### src/rtl/ps2_pkg.sv
`default_nettype none
// +----------------------------------------------------------------------+
// | ps2_pkg                                                              |
// | PS/2 scan-code constants, receiver states and hex-key decode helper. |
// | Revision: 1.0                                                        |
// +----------------------------------------------------------------------+
package ps2_pkg;

  localparam logic [7:0] SC_BREAK = 8'hF0;
  localparam logic [7:0] SC_EXT   = 8'hE0;
  localparam logic [7:0] SC_BKSP  = 8'h66;
  localparam logic [7:0] SC_ESC   = 8'h76;

  localparam logic [7:0] SC_0 = 8'h45;
  localparam logic [7:0] SC_1 = 8'h16;
  localparam logic [7:0] SC_2 = 8'h1E;
  localparam logic [7:0] SC_3 = 8'h26;
  localparam logic [7:0] SC_4 = 8'h25;
  localparam logic [7:0] SC_5 = 8'h2E;
  localparam logic [7:0] SC_6 = 8'h36;
  localparam logic [7:0] SC_7 = 8'h3D;
  localparam logic [7:0] SC_8 = 8'h3E;
  localparam logic [7:0] SC_9 = 8'h46;
  localparam logic [7:0] SC_A = 8'h1C;
  localparam logic [7:0] SC_B = 8'h32;
  localparam logic [7:0] SC_C = 8'h21;
  localparam logic [7:0] SC_D = 8'h23;
  localparam logic [7:0] SC_E = 8'h24;
  localparam logic [7:0] SC_F = 8'h2B;

  typedef enum logic [1:0] {
    IDLE   = 2'd0,
    DATA   = 2'd1,
    PARITY = 2'd2,
    STOP   = 2'd3
  } rx_state_e;

  // Returns {hit, nibble}; hit is 0 for any non-hex code.
  function automatic logic [4:0] scan_to_hex(input logic [7:0] code);
    logic [4:0] r;
    r = 5'b0_0000;
    case (code)
      SC_0: r = 5'h10;
      SC_1: r = 5'h11;
      SC_2: r = 5'h12;
      SC_3: r = 5'h13;
      SC_4: r = 5'h14;
      SC_5: r = 5'h15;
      SC_6: r = 5'h16;
      SC_7: r = 5'h17;
      SC_8: r = 5'h18;
      SC_9: r = 5'h19;
      SC_A: r = 5'h1A;
      SC_B: r = 5'h1B;
      SC_C: r = 5'h1C;
      SC_D: r = 5'h1D;
      SC_E: r = 5'h1E;
      SC_F: r = 5'h1F;
      default: r = 5'b0_0000;
    endcase
    return r;
  endfunction

endpackage
`default_nettype wire

### src/rtl/ps2_frame_rx.sv
`default_nettype none
// +----------------------------------------------------------------------+
// | ps2_frame_rx                                                         |
// | PS/2 frame receiver: pin synchronisers, strobe, framing FSM, timeout.|
// | Revision: 1.0                                                        |
// +----------------------------------------------------------------------+
module ps2_frame_rx
  import ps2_pkg::*;
#(
  parameter int TIMEOUT_CYCLES = 50000
) (
  input  logic       clk_i,
  input  logic       rst_i,
  input  logic       ps2_clk_i,
  input  logic       ps2_data_i,
  output logic [7:0] byte_o,
  output logic       byte_valid_o,
  output logic       err_o
);

  localparam int               TW          = $clog2(TIMEOUT_CYCLES + 1);
  localparam logic [TW-1:0]    C_TIMER_END = TW'(TIMEOUT_CYCLES - 1);

  logic [2:0]    r_clk_sync;
  logic [1:0]    r_data_sync;
  rx_state_e     r_state;
  logic [2:0]    r_bit_cnt;
  logic [7:0]    r_shift;
  logic          r_parity;
  logic [TW-1:0] r_timer;
  logic [7:0]    r_byte;
  logic          r_byte_valid;
  logic          r_err;

  logic w_strobe;
  logic w_data;

  assign w_strobe = r_clk_sync[2] & ~r_clk_sync[1];
  assign w_data   = r_data_sync[1];

  always_ff @(posedge clk_i) begin
    if (rst_i) begin
      r_clk_sync   <= 3'b111;
      r_data_sync  <= 2'b11;
      r_state      <= IDLE;
      r_bit_cnt    <= 3'd0;
      r_shift      <= 8'h00;
      r_parity     <= 1'b0;
      r_timer      <= '0;
      r_byte       <= 8'h00;
      r_byte_valid <= 1'b0;
      r_err        <= 1'b0;
    end else begin
      r_clk_sync   <= {r_clk_sync[1:0], ps2_clk_i};
      r_data_sync  <= {r_data_sync[0], ps2_data_i};
      r_byte_valid <= 1'b0;
      r_err        <= 1'b0;
      if (w_strobe) begin
        r_timer <= '0;
        case (r_state)
          IDLE: begin
            if (!w_data) begin
              r_state   <= DATA;
              r_bit_cnt <= 3'd0;
            end else begin
              r_err <= 1'b1;
            end
          end
          DATA: begin
            r_shift   <= {w_data, r_shift[7:1]};
            r_bit_cnt <= r_bit_cnt + 3'd1;
            if (r_bit_cnt == 3'd7) r_state <= PARITY;
          end
          PARITY: begin
            r_parity <= w_data;
            r_state  <= STOP;
          end
          STOP: begin
            // Odd parity: data plus parity bit must hold an odd count of ones.
            if (w_data && (^{r_shift, r_parity})) begin
              r_byte       <= r_shift;
              r_byte_valid <= 1'b1;
            end else begin
              r_err <= 1'b1;
            end
            r_state <= IDLE;
          end
          default: r_state <= IDLE;
        endcase
      end else if (r_state != IDLE) begin
        if (r_timer == C_TIMER_END) begin
          r_err   <= 1'b1;
          r_state <= IDLE;
          r_timer <= '0;
        end else begin
          r_timer <= r_timer + 1'b1;
        end
      end else begin
        r_timer <= '0;
      end
    end
  end

  assign byte_o       = r_byte;
  assign byte_valid_o = r_byte_valid;
  assign err_o        = r_err;

endmodule
`default_nettype wire

### src/rtl/ps2_hex_entry.sv
`default_nettype none
// +----------------------------------------------------------------------+
// | ps2_hex_entry                                                        |
// | Decodes PS/2 hex keys and accumulates them into a display value.     |
// | Revision: 1.0                                                        |
// +----------------------------------------------------------------------+
module ps2_hex_entry
  import ps2_pkg::*;
#(
  parameter int DISPLAY_WIDTH  = 32,
  parameter int TIMEOUT_CYCLES = 50000
) (
  input  logic                     clk_i,
  input  logic                     rst_i,
  input  logic                     ps2_clk_i,
  input  logic                     ps2_data_i,
  output logic [DISPLAY_WIDTH-1:0] value_o,
  output logic                     digit_valid_o,
  output logic [3:0]               digit_o,
  output logic                     frame_err_o
);

  generate
    if ((DISPLAY_WIDTH % 4) != 0 || DISPLAY_WIDTH < 8) begin : g_width_check
      $error("ps2_hex_entry: DISPLAY_WIDTH must be a multiple of 4 and at least 8");
    end
  endgenerate

  logic [7:0] w_byte;
  logic       w_byte_valid;
  logic       w_err;
  logic [4:0] w_hex;

  logic [DISPLAY_WIDTH-1:0] r_value;
  logic [3:0]               r_digit;
  logic                     r_digit_valid;
  logic                     r_break;
  logic                     r_ext;

  ps2_frame_rx #(
    .TIMEOUT_CYCLES (TIMEOUT_CYCLES)
  ) u_rx (
    .clk_i        (clk_i),
    .rst_i        (rst_i),
    .ps2_clk_i    (ps2_clk_i),
    .ps2_data_i   (ps2_data_i),
    .byte_o       (w_byte),
    .byte_valid_o (w_byte_valid),
    .err_o        (w_err)
  );

  assign w_hex = scan_to_hex(w_byte);

  always_ff @(posedge clk_i) begin
    if (rst_i) begin
      r_value       <= '0;
      r_digit       <= 4'h0;
      r_digit_valid <= 1'b0;
      r_break       <= 1'b0;
      r_ext         <= 1'b0;
    end else begin
      r_digit_valid <= 1'b0;
      if (w_byte_valid) begin
        if (w_byte == SC_BREAK) begin
          r_break <= 1'b1;
        end else if (w_byte == SC_EXT) begin
          r_ext <= 1'b1;
        end else if (r_break || r_ext) begin
          // Byte following a prefix belongs to a release or extended key.
          r_break <= 1'b0;
          r_ext   <= 1'b0;
        end else if (w_hex[4]) begin
          r_value       <= {r_value[DISPLAY_WIDTH-5:0], w_hex[3:0]};
          r_digit       <= w_hex[3:0];
          r_digit_valid <= 1'b1;
        end else if (w_byte == SC_BKSP) begin
          r_value <= r_value >> 4;
        end else if (w_byte == SC_ESC) begin
          r_value <= '0;
        end
      end
    end
  end

  assign value_o       = r_value;
  assign digit_o       = r_digit;
  assign digit_valid_o = r_digit_valid;
  assign frame_err_o   = w_err;

endmodule
`default_nettype wire
### config.mk
export PLATFORM = sky130hd
export DESIGN_NAME = ps2_hex_entry
export DESIGN_NICKNAME = d
export VERILOG_FILES = /design/src/rtl/ps2_pkg.sv /design/src/rtl/ps2_frame_rx.sv /design/src/rtl/ps2_hex_entry.sv
export SDC_FILE = /design/constraint.sdc
export NUM_CORES = 1
export LEC_CHECK = 0
export BUFFER_PORTS_ARGS = -buffer_cell sky130_fd_sc_hd__clkbuf_2
export CAP_MARGIN = 10
export CORE_ASPECT_RATIO = 1.1
export CORE_MARGIN = 1
export CORE_UTILIZATION = 54
export DETAILED_ROUTE_END_ITERATION = 7
export GPL_TIMING_DRIVEN = 0
export PLACE_DENSITY = 0.74
export SLEW_MARGIN = 20
export SYNTH_ARGS = -nofsm -noshare
export SYNTH_HDL_FRONTEND = slang
export SYNTH_SLANG_ARGS = --single-unit
### constraint.sdc
create_clock -name clk_i -period 5.1 [get_ports clk_i]
set_clock_uncertainty 0.15 [all_clocks]
set_input_delay 0.255 -clock clk_i [delete_from_list [all_inputs] [get_ports clk_i]]
set_output_delay 0.255 -clock clk_i [all_outputs]
set_load 0.01 [all_outputs]
==> flow_metrics.py, run 1 <==
metrics = {
    "yosys": {
        "syn_inst": 517,
        "yosysWarningCount": 0,
        "synthMostInstantiatedCell": "dfxtp_1",
        "yosysUniqueCellTypes": 54,
        "yosysTopAreaCellShare_pct": 38.24,
        "syn_nets": 528,
        "ys_ff_latch": 84,
        "synthArstFlopShare_pct": 0,
        "syn_area_per_cell_sq_um": 8.507,
        "yosys-top-cells-area": "dfxtp_1 (38%), nor2_1 (6.0%), a2111oi_0 (5.6%)",
        "synth-main-ff-cell": "dfxtp_1",
        "synth_edf_count": 0,
        "synth_seq_area_share_pct": 38.24,
        "synth_commonest_cells": "dfxtp_1 (84), nor2_1 (70), o21ai_0 (41)",
        "synth_top_cell_by_area": "dfxtp_1",
        "syn-cell-area_sq_mm": 0.004398,
    },
    "timing": {
        "setup-violations-final": 0,
        "fin_crit_ns": 2.851,
        "setup_ws_ns": 2.249,
        "fin_crit_sh_pct": 55.90,
        "slew_viol_final": 0,
        "maxSlewHeadroom_pct": 48.65,
        "fin_setup_tns_ns": 0,
        "fin_hold_ws_ns": 0.2639,
        "hold_viol": 0,
        "max_freq_mhz": 350.8,
        "worst-slew-pin-transition_ns": 0.7606,
        "grt_setup_unrepaired": "false",
    },
    "power": {
        "p_switching_uw": 278.7,
        "p_int_uw": 872.9,
        "ir_drop_mv": 0.1577,
        "p_seq_share_pct": 57.1,
        "p_comb_share_pct": 1.8,
        "p_total_mw": 1.152,
        "power_density_mw_per_mm2": 232.6,
        "leakagePower_nw": 1.613,
        "clkPwrFrac_pct": 41.0,
        "switching_share_pct": 24.20,
    },
    "drt": {
        "first_pass_iters": 6,
        "viasPerCell": 6.235,
        "drt_iter0_drc": 397,
        "vias": 4265,
        "post_drt_wl_per_cell_um": 16.97,
        "post-route-drc-count": 0,
        "antenna_left": 0,
        "finalWirelength_mm": 11.61,
    },
    "worst_setup_path": {
        "worstPathRequired_ns": 5.18,
        "path_class": "reg -> reg",
        "cp_max_fo": 10,
        "startpoint_type": "flop",
        "critPathCaptureType": "flop",
        "arrival_ns": 2.93,
    },
    "final_layout": {
        "n_fill_cell": 701,
        "area_growth_syn_to_layout_pct": 12.57,
        "final_util_pct": 62.57,
        "antenna_cells": 0,
        "drive_above_1_share_pct": 15.28,
        "num-nets-final": 582,
        "register_area_sq_mm": 0.001682,
        "multi_input_area_sq_mm": 0.002457,
    },
    "floorplan": {
        "fp-row-count": 34,
        "die_h_um": 96.65,
        "initial_core_util_pct": 55.58,
        "io_pins": 42,
        "core_area_sq_mm": 0.007913,
        "dieArea_sq_mm": 0.008510,
        "die_w_um": 88.05,
    },
    "clocking": {
        "cts_buffer_depth": 2,
        "root_buffer": "clkbuf_8",
        "cts_tree": "built",
        "clock_sinks": 84,
        "clk_latency_ns": 0.37,
        "cts_buffers": 9,
        "htree_levels": 3,
        "cts_resized": 0,
        "cts.reportedPaths.clkPinSlew_ns": 0.10,
    },
    "min_path": {
        "hp-class": "reg -> reg",
    },
    "status": {
        "status": "completed",
    },
    "job": {
        "maxCapViolCount": 0,
    },
    "place": {
        "port_buffers": 41,
        "dpl.hpwl_mm": 8.252,
        "gp_congestion": 0.9028,
        "dp_slack_ns": 2.321,
    },
    "global_routing": {
        "grt_overflow": 0,
        "grt_pass1_wl_mm": 19.24,
        "antenna_found_initial": 0,
        "grt_pass1_vias": 4027,
        "grt_start_max_net_pins": 16,
        "track_usage_pct": 28.36,
    },
}
[final timing paths]
| path | end | depth (start not counted) | slack (ns) | from |
|---|---|---|---|---|
| max reg2reg | value_o[18] | 6 | 2.25 | u_rx.byte_o[6] |
| max | value_o[18] | 6 | 2.25 | u_rx.byte_o[6] |
| min reg2reg | u_rx.r_clk_sync[1] | 1 | 0.26 | u_rx.r_clk_sync[0] |
| min | u_rx.r_clk_sync[1] | 1 | 0.26 | u_rx.r_clk_sync[0] |
[cells by family after synthesis]
kind of cell               after synthesis  share of synthesized area, %
buffers and inverters                   53                         5.889
xor gates and xnor gates                22                         4.694
adders and majority gates                7                         1.991
DFF                                     84                         38.24
muxes                                   13                         2.987
and+or+nand+nor                        171                         18.78
AOI/OAI and AO/OA                      167                         27.43
[through the flow]
stage	cell area, sq um	instances
finish	4951	684
global route	4951	684
CTS	4951	684
detailed placement	4738	666
global placement	4738	666
floorplan	4398	517
[flip-flops by register name (all words and copies together) (netlist names), 3 cells and up]
| signal | cells |
|---|---|
| u_rx.r_shift | 8 |
| value_o | 32 |
| u_rx.byte_o | 8 |
| u_rx.r_clk_sync | 3 |
| u_rx.r_timer | 16 |
| u_rx.r_bit_cnt | 3 |
| digit_o | 4 |
[per-layer routing]
metal	GRT usage, %	up-vias	share of wire, %
met2	46.33	184	49
met5	0	-	0
met4	12.16	0	2.6
met3	5.973	31	6.2
met1	35.68	2031	43
li1	-	2019	-
[worst max-delay path: stages (launching register included)]
cell	delay (ns)
dfxtp_1	0.51
and4bb_2	0.32
nand3_1	0.30
nor2_2	0.44
clkbuf_1	0.38
a2111oi_0	0.17
a2111oi_0	0.44
[power by group through the flow]
stage                     Combinational (mW)  Sequential, mW  Clock (mW)
after floorplan                       0.0121           0.673           0
after global placement                0.0190           0.674           0
after detailed placement              0.0197           0.673           0
after CTS                             0.0209           0.658       0.474
after global routing                  0.0228           0.659       0.506
final                                 0.0209           0.658       0.473
[cells in the final DEF, fill, tap and decap left out, types with 3 or more instances in the layout]
master,Yosys,final
dfxtp_1,84,84
nor2_1,70,70
o21ai_0,41,41
clkbuf_2,0,41
a21oi_1,34,34
nand2_1,32,32
a2111oi_0,28,28
a211o_1,26,26
clkbuf_1,24,24
a2111oi_1,20,20
nand3_1,19,19
xnor2_1,13,13
buf_2,12,12
mux2i_1,12,12
clkbuf_8,0,11
inv_1,8,8
xor2_1,8,8
nor2b_1,7,7
ha_1,7,7
or2_2,6,6
nand4_1,5,5
and3_1,5,5
buf_6,5,5
nor3_1,4,4
a211oi_1,4,4
nand2b_1,3,3
a31oi_1,3,3
[final cells by class]
type                    instances  share of cell area (%)
well taps                     108                   2.729
multi-input cells             380                   49.63
plain buffers                  44                   4.549
inverters                       9                  0.6823
repair buffers                 43                   4.549
clock inverters                 5                  0.8340
clock buffers                  11                   3.058
flip-flops and latches         84                   33.97
[what timing repair did]
action	in CTS	in global routing
hold buffers	2	0
buffers inserted	0	0
endpoints found under the hold margin	2	0
No activity file was read; power rests on OpenSTA's default activity.
==> run 2, diff against run 1 <==
--- a/config.mk
+++ b/config.mk
@@ -12,7 +12,7 @@
 export CORE_UTILIZATION = 54
 export DETAILED_ROUTE_END_ITERATION = 7
 export GPL_TIMING_DRIVEN = 0
-export PLACE_DENSITY = 0.74
+export PLACE_DENSITY = 0.77
 export SLEW_MARGIN = 20
 export SYNTH_ARGS = -nofsm -noshare
 export SYNTH_HDL_FRONTEND = slang
==> constraint.sdc (replaced) <==
create_clock -name clk_i -period 2.4 [get_ports clk_i]
set_clock_uncertainty 0.15 [all_clocks]
set_input_delay 0.12 -clock clk_i [delete_from_list [all_inputs] [get_ports clk_i]]
set_output_delay 0.12 -clock clk_i [all_outputs]
set_load 0.01 [all_outputs]
==> flow_metrics.py, run 2 (synthesis results as in run 1) <==
metrics = {
    "status": {
        "status": "finished with violations",
        "violations": "negative setup slack",
    },
    "global_routing": {
        "grt_start_max_net_pins": 20,
        "grt_pass1_wl_mm": 18.53,
        "grt_overflow": 0,
        "antenna_found_initial": 0,
        "track_usage_pct": 27.57,
        "grt_pass1_vias": 3834,
    },
    "final_layout": {
        "fin_area_sq_mm": 0.005395,
        "drive_above_1_share_pct": 25.95,
        "area_growth_syn_to_layout_pct": 22.67,
        "mostFrequentLayoutCells": "dfxtp_1 (77), nor2_1 (68), clkbuf_2 (47), o21ai_0 (41), a21oi_1 (34)",
        "final_common_cell": "dfxtp_1",
        "largest_reg_flops": 32,
        "num-nets-final": 588,
        "register_area_sq_mm": 0.001693,
        "n_fill_cell": 640,
        "multi_input_area_sq_mm": 0.002776,
        "antenna_cells": 0,
    },
    "power": {
        "p_total_mw": 2.513,
        "ir_drop_mv": 0.4818,
        "p_switching_uw": 585.0,
        "p_comb_share_pct": 1.8,
        "power_density_mw_per_mm2": 465.8,
        "p_int_mw": 1.928,
        "leakagePower_nw": 1.735,
        "p_seq_share_pct": 55.6,
        "switching_share_pct": 23.28,
        "clkPwrFrac_pct": 42.6,
    },
    "drt": {
        "first_pass_iters": 5,
        "post-route-drc-count": 0,
        "viasPerCell": 6.184,
        "drt_iter0_drc": 288,
        "antenna_left": 0,
        "post_drt_wl_per_cell_um": 17.10,
        "vias": 4267,
        "finalWirelength_mm": 11.80,
    },
    "floorplan": {
        "die_w_um": 88.05,
        "initial_core_util_pct": 55.58,
        "fp-row-count": 34,
        "die_h_um": 96.65,
        "io_pins": 42,
        "core_area_sq_mm": 0.007913,
        "dieArea_sq_mm": 0.008510,
    },
    "worst_setup_path": {
        "cpPeakStageDelay_ns": 0.49,
        "crit_chain": "or3b_4 > o41a_1 > and3_1 > buf_6 > buf_6 > a2111oi_1 > a2111oi_1",
        "reg2reg_from": "u_rx.byte_o[6]",
        "path_class": "reg -> reg",
        "crit_path_start": "u_rx.byte_o[6]",
        "r2r_end": "value_o[13]",
        "arrival_ns": 2.59,
        "cp_top_family": "compound AO/OA/AOI/OAI gates",
        "cp_num_buf_inv": 2,
        "critPathCaptureType": "flop",
        "worstRegToRegCells": 7,
        "crit_slowest_cell": "a2111oi_1",
        "startpoint_type": "flop",
        "cp_max_fo": 10,
        "regToRegSetupSlack_ns": -0.1,
        "worstPathRequired_ns": 2.49,
    },
    "timing": {
        "fin_crit_sh_pct": 104.1,
        "hold_viol": 0,
        "setup_ws_ns": -0.09834,
        "worst-slew-pin-transition_ns": 0.7862,
        "grt_setup_unrepaired": "true",
        "slew_viol_final": 0,
        "setup-violations-final": 1,
        "fin_crit_ns": 2.498,
        "max_freq_mhz": 400.3,
        "maxSlewHeadroom_pct": 46.92,
    },
    "min_path": {
        "worstHoldStart": "rst_i",
        "min_path_cells": 3,
        "holdPathEnd": "u_rx.r_timer[14]",
        "hp-class": "in -> reg",
    },
    "clocking": {
        "cts_tree": "built",
        "cts_buffers": 9,
        "cts_buffer_depth": 2,
        "root_buffer": "clkbuf_8",
        "cts.reportedPaths.clkPinSlew_ns": 0.10,
        "htree_levels": 3,
        "clk_latency_ns": 0.37,
        "clock_sinks": 84,
    },
    "place": {
        "gp_congestion": 0.9233,
        "port_buffers": 41,
        "dpl.hpwl_mm": 7.935,
        "place_area_sq_mm": 0.004738,
    },
    "job": {
        "maxCapViolCount": 0,
    },
}
==> run 2: final cells by class <==
| type | count | area share, % |
|---|---|---|
| flip-flops and latches | 84 | 31.38 |
| inverters | 9 | 0.6262 |
| clock inverters | 6 | 1.322 |
| multi-input cells | 380 | 51.46 |
| repair buffers | 52 | 5.380 |
| plain buffers | 41 | 4.777 |
| well taps | 108 | 2.505 |
| clock buffers | 10 | 2.551 |
==> run 2: worst max-delay path by stage <==
stage,endpoint,slack [ns],cells after the start
after floorplan,value_o[13],0.07,7
after global placement,value_o[16],-0.22,7
after CTS,value_o[19],-0.03,9
after detailed placement,value_o[11],-0.33,7
final,value_o[13],-0.1,7
after global routing,value_o[13],-0.12,7
==> run 2: worst register-to-register path, delay by kind of cell (launching register included) <==
kind	cells	cell delay, ns
AO/OA/AOI/OAI	3	0.95
AND/OR/NAND/NOR	2	0.61
flip-flops	1	0.37
buffers and inverters	2	0.29
==> run 2: timing repair <==
action,4_1_cts,5_1_grt
resized for setup,28,90
hold buffers,2,0
setup buffers,2,7
cloned,0,0
setup endpoints to repair,40,47
pin swaps,1,5
endpoints found under the hold margin,2,0
==> run 2: per-layer routing <==
layer  track usage [%]  vias up  part of all wire, %
met3             5.119       36                  5.4
li1                  -     2035                    -
met5                 0        -                    0
met2             45.38      165                   50
met4             13.15        0                  3.0
met1             34.24     2031                   42
==> run 2: power by group through the flow <==
stage / sequential [mW] / combinational (mW) / clock (mW)
after CTS: 1.40 / 0.0438 / 1.09
final: 1.40 / 0.0459 / 1.07
after global routing: 1.40 / 0.0494 / 1.15
after global placement: 1.43 / 0.0398 / 0
after floorplan: 1.43 / 0.0258 / 0
after detailed placement: 1.43 / 0.0411 / 0
==> run 2: per-stage QoR <==
step                      setup TNS [ns]  util, %  setup slack [ns]  cells  hold WS, ns
after CTS                        -0.2253    63.77          -0.03170    685       0.2109
after global routing             -0.4284    68.18           -0.1240    690       0.1528
final                           -0.09834    68.18          -0.09834    690       0.1046
after detailed placement          -7.184    59.88           -0.3275    666       0.1576
after global placement            -4.901    59.88           -0.2166    666       0.1553
after floorplan                        0        -           0.07277    517      0.07381
==> run 3, diff against run 2 <==
--- a/config.mk
+++ b/config.mk
@@ -9,11 +9,12 @@
 export CAP_MARGIN = 10
 export CORE_ASPECT_RATIO = 1.1
 export CORE_MARGIN = 1
-export CORE_UTILIZATION = 54
+export CORE_UTILIZATION = 53
 export DETAILED_ROUTE_END_ITERATION = 7
 export GPL_TIMING_DRIVEN = 0
-export PLACE_DENSITY = 0.77
+export PLACE_DENSITY = 0.76
 export SLEW_MARGIN = 20
 export SYNTH_ARGS = -nofsm -noshare
 export SYNTH_HDL_FRONTEND = slang
+export SYNTH_HIERARCHICAL = 1
 export SYNTH_SLANG_ARGS = --single-unit
==> flow_metrics.py, run 3 <==
metrics = {
    "status": {
        "status": "finished with violations",
        "violations": "negative setup slack",
    },
    "power": {
        "ir_drop_mv": 0.3672,
        "p_seq_share_pct": 56.3,
        "leakagePower_nw": 1.983,
        "p_int_mw": 1.905,
        "p_total_mw": 2.474,
        "p_switching_uw": 568.5,
        "switching_share_pct": 22.98,
        "p_comb_share_pct": 2.2,
        "clkPwrFrac_pct": 41.4,
        "power_density_mw_per_mm2": 470.9,
    },
    "final_layout": {
        "antenna_cells": 0,
        "n_fill_cell": 538,
        "largest_reg_flops": 32,
        "fin_area_sq_mm": 0.005253,
        "mostFrequentLayoutCells": "dfxtp_1 (76), clkbuf_2 (43), nor2_1 (33), nand2_1 (28), buf_4 (22)",
        "register_area_sq_mm": 0.001704,
        "area_growth_syn_to_layout_pct": 28.38,
        "drive_above_1_share_pct": 30.64,
        "final_common_cell": "dfxtp_1",
        "multi_input_area_sq_mm": 0.002459,
        "num-nets-final": 526,
    },
    "worst_setup_path": {
        "critPathCaptureType": "flop",
        "crit_slowest_cell": "or3_1",
        "cp_max_fo": 10,
        "reg2reg_from": "u_rx/byte_o[3]",
        "worstPathRequired_ns": 2.54,
        "arrival_ns": 2.65,
        "cpPeakStageDelay_ns": 0.41,
        "startpoint_type": "flop",
        "timing.critical_path.to": "value_o[26]",
        "r2r_end": "value_o[26]",
        "worstRegToRegCells": 10,
        "crit_chain": "buf_8 > buf_6 > o211ai_1 > a31o_4 > or3_1 > buf_6 > buf_12 > buf_8 > o211a_1 > a221oi_2",
        "crit_path_start": "u_rx/byte_o[3]",
        "path_class": "reg -> reg",
        "regToRegSetupSlack_ns": -0.11,
    },
    "yosys": {
        "syn-cell-area_sq_mm": 0.004091,
        "synth_commonest_cells": "dfxtp_1 (84), nor2_1 (33), nand2_1 (30)",
        "synth_adder_area_share_pct": 2.446,
        "syn_nets": 448,
        "synth_seq_area_share_pct": 41.10,
        "synth-simple-area-share_pct": 21.53,
        "synth_xor_area_share_pct": 5.199,
        "syn_area_per_cell_sq_um": 9.384,
        "yosysWarningCount": 6,
        "yosys-mux-area-fraction_pct": 5.199,
        "synthMostInstantiatedCell": "dfxtp_1",
        "yosys-top-cells-area": "dfxtp_1 (41%), mux2i_1 (4.6%), o2bb2ai_1 (4.3%)",
        "synth-main-ff-cell": "dfxtp_1",
        "yosysTopAreaCellShare_pct": 41.10,
        "synth_top_cell_by_area": "dfxtp_1",
        "synth-compound-area-share_pct": 19.72,
        "synthArstFlopShare_pct": 0,
        "synth_edf_count": 0,
        "syn_inst": 436,
        "ys_ff_latch": 84,
        "yosysUniqueCellTypes": 59,
        "synth_top_family_by_area": "simple AND/OR/NAND/NOR gates",
    },
    "drt": {
        "post_drt_wl_per_cell_um": 16.24,
        "drt_iter0_drc": 286,
        "first_pass_iters": 5,
        "vias": 3722,
        "finalWirelength_mm": 10.14,
        "antenna_left": 0,
        "viasPerCell": 5.965,
        "post-route-drc-count": 0,
    },
    "place": {
        "port_buffers": 41,
        "place_area_sq_mm": 0.004428,
        "dpl.hpwl_mm": 6.464,
        "dp_slack_ns": -0.4303,
        "gp_congestion": 0.8851,
    },
    "clocking": {
        "cts.reportedPaths.clkPinSlew_ns": 0.10,
        "clk_latency_ns": 0.36,
        "cts_buffers": 9,
        "htree_levels": 3,
        "clock_sinks": 84,
        "cts_buffer_depth": 2,
        "root_buffer": "clkbuf_8",
        "cts_tree": "built",
    },
    "global_routing": {
        "grt_start_max_net_pins": 16,
        "grt_pass1_wl_mm": 15.86,
        "grt_pass1_vias": 3327,
        "antenna_found_initial": 0,
        "grt_overflow": 0,
        "track_usage_pct": 24.65,
    },
    "timing": {
        "hold_viol": 0,
        "setup-violations-final": 30,
        "worst-slew-pin-transition_ns": 0.5468,
        "grt_setup_unrepaired": "true",
        "max_freq_mhz": 398.3,
        "fin_crit_ns": 2.511,
        "fin_crit_sh_pct": 104.6,
        "slew_viol_final": 0,
        "setup_ws_ns": -0.1110,
        "maxSlewHeadroom_pct": 63.55,
    },
    "min_path": {
        "hp-class": "in -> reg",
    },
    "floorplan": {
        "core_area_sq_mm": 0.007473,
        "io_pins": 42,
        "dieArea_sq_mm": 0.008075,
        "die_h_um": 94.15,
        "fp-row-count": 33,
        "initial_core_util_pct": 54.75,
        "die_w_um": 85.77,
    },
    "job": {
        "maxCapViolCount": 0,
    },
}
[run 3: changes by cell type in the layout (fill, tap and decap cells not counted), moves of 16 or more]
cell	change
o21ai_0	-37
a2111oi_1	-17
a211o_1	-26
nor2_1	-35
a2111oi_2	-21
nand2b_1	+16
a22oi_1	+20
a21oi_1	-23
[run 3: routing by layer]
| layer | wire length [um] | vias to the layer above | share of wire (%) | GRT usage, % |
|---|---|---|---|---|
| met2 | 5057 | 130 | 50 | 41.80 |
| met1 | 4251 | 1790 | 42 | 30.33 |
| met4 | 304 | 0 | 3.0 | 9.861 |
| met3 | 522 | 31 | 5.1 | 5.360 |
| li1 | - | 1771 | - | - |
| met5 | 0 | - | 0 | 0 |
[run 3: power groups by stage]
stage          combinational, mW  sequential [mW]  clock [mW]
6_report                  0.0556             1.39        1.02
5_1_grt                   0.0608             1.39        1.11
4_1_cts                   0.0524             1.40        1.05
3_5_place_dp              0.0496             1.43           0
3_3_place_gp              0.0482             1.43           0
2_1_floorplan             0.0347             1.43           0
[run 3: how the worst min path moves through the flow]
stage                   start            endpoint  cells after the start
floorplan           ps2_clk_i  u_rx/r_clk_sync[0]                      1
detailed placement  ps2_clk_i  u_rx/r_clk_sync[0]                      2
CTS                     rst_i    u_rx/r_timer[15]                      4
global placement    ps2_clk_i  u_rx/r_clk_sync[0]                      2
global route            rst_i    u_rx/r_timer[15]                      4
finish                  rst_i    u_rx/r_timer[15]                      4
[run 3: stage by stage]
step | utilization [%] | setup TNS [ns] | hold WS, ns | cells
after global placement | 59.25 | -9.206 | 0.1552 | 582
final | 70.28 | -1.075 | 0.07020 | 624
after global routing | 70.28 | -3.282 | 0.08652 | 624
after floorplan | - | 0 | 0.07381 | 436
after CTS | 64.37 | 0 | 0.06311 | 606
after detailed placement | 59.25 | -11.77 | 0.1566 | 582
[run 3: final cells by class]
class | count | share of cell area, %
multi-input cells | 308 | 46.81
flip-flops and latches | 84 | 32.44
repair buffers | 68 | 8.957
plain buffers | 29 | 4.502
well taps | 105 | 2.501
clock buffers | 10 | 2.430
clock inverters | 6 | 1.358
inverters | 14 | 1.000
[run 3: cell families (layout without fill, tap and decap cells)]
family / Yosys count / count (layout)
AND/OR/NAND/NOR: 157 / 157
AO/OA/AOI/OAI: 102 / 102
flip-flops: 84 / 84
buffers and inverters: 44 / 127
XOR/XNOR: 21 / 21
multiplexers: 20 / 20
adder cells (fa/ha/maj): 8 / 8
[run 3: worst max-delay path: cells and delay by family, from the launching register on]
family	cells	cell delay [ns]
AO/OA/AOI/OAI	4	0.83
buffers and inverters	5	0.67
AND/OR/NAND/NOR	1	0.41
flip-flops	1	0.38
[run 3: what timing repair did]
action / in CTS / in global routing
pin swaps: 4 / 14
hold buffers: 2 / 0
setup endpoints to repair: 36 / 36
gates cloned: 0 / 3
gates resized for setup: 38 / 69
buffers inserted: 6 / 16
hold endpoints to repair: 2 / 0
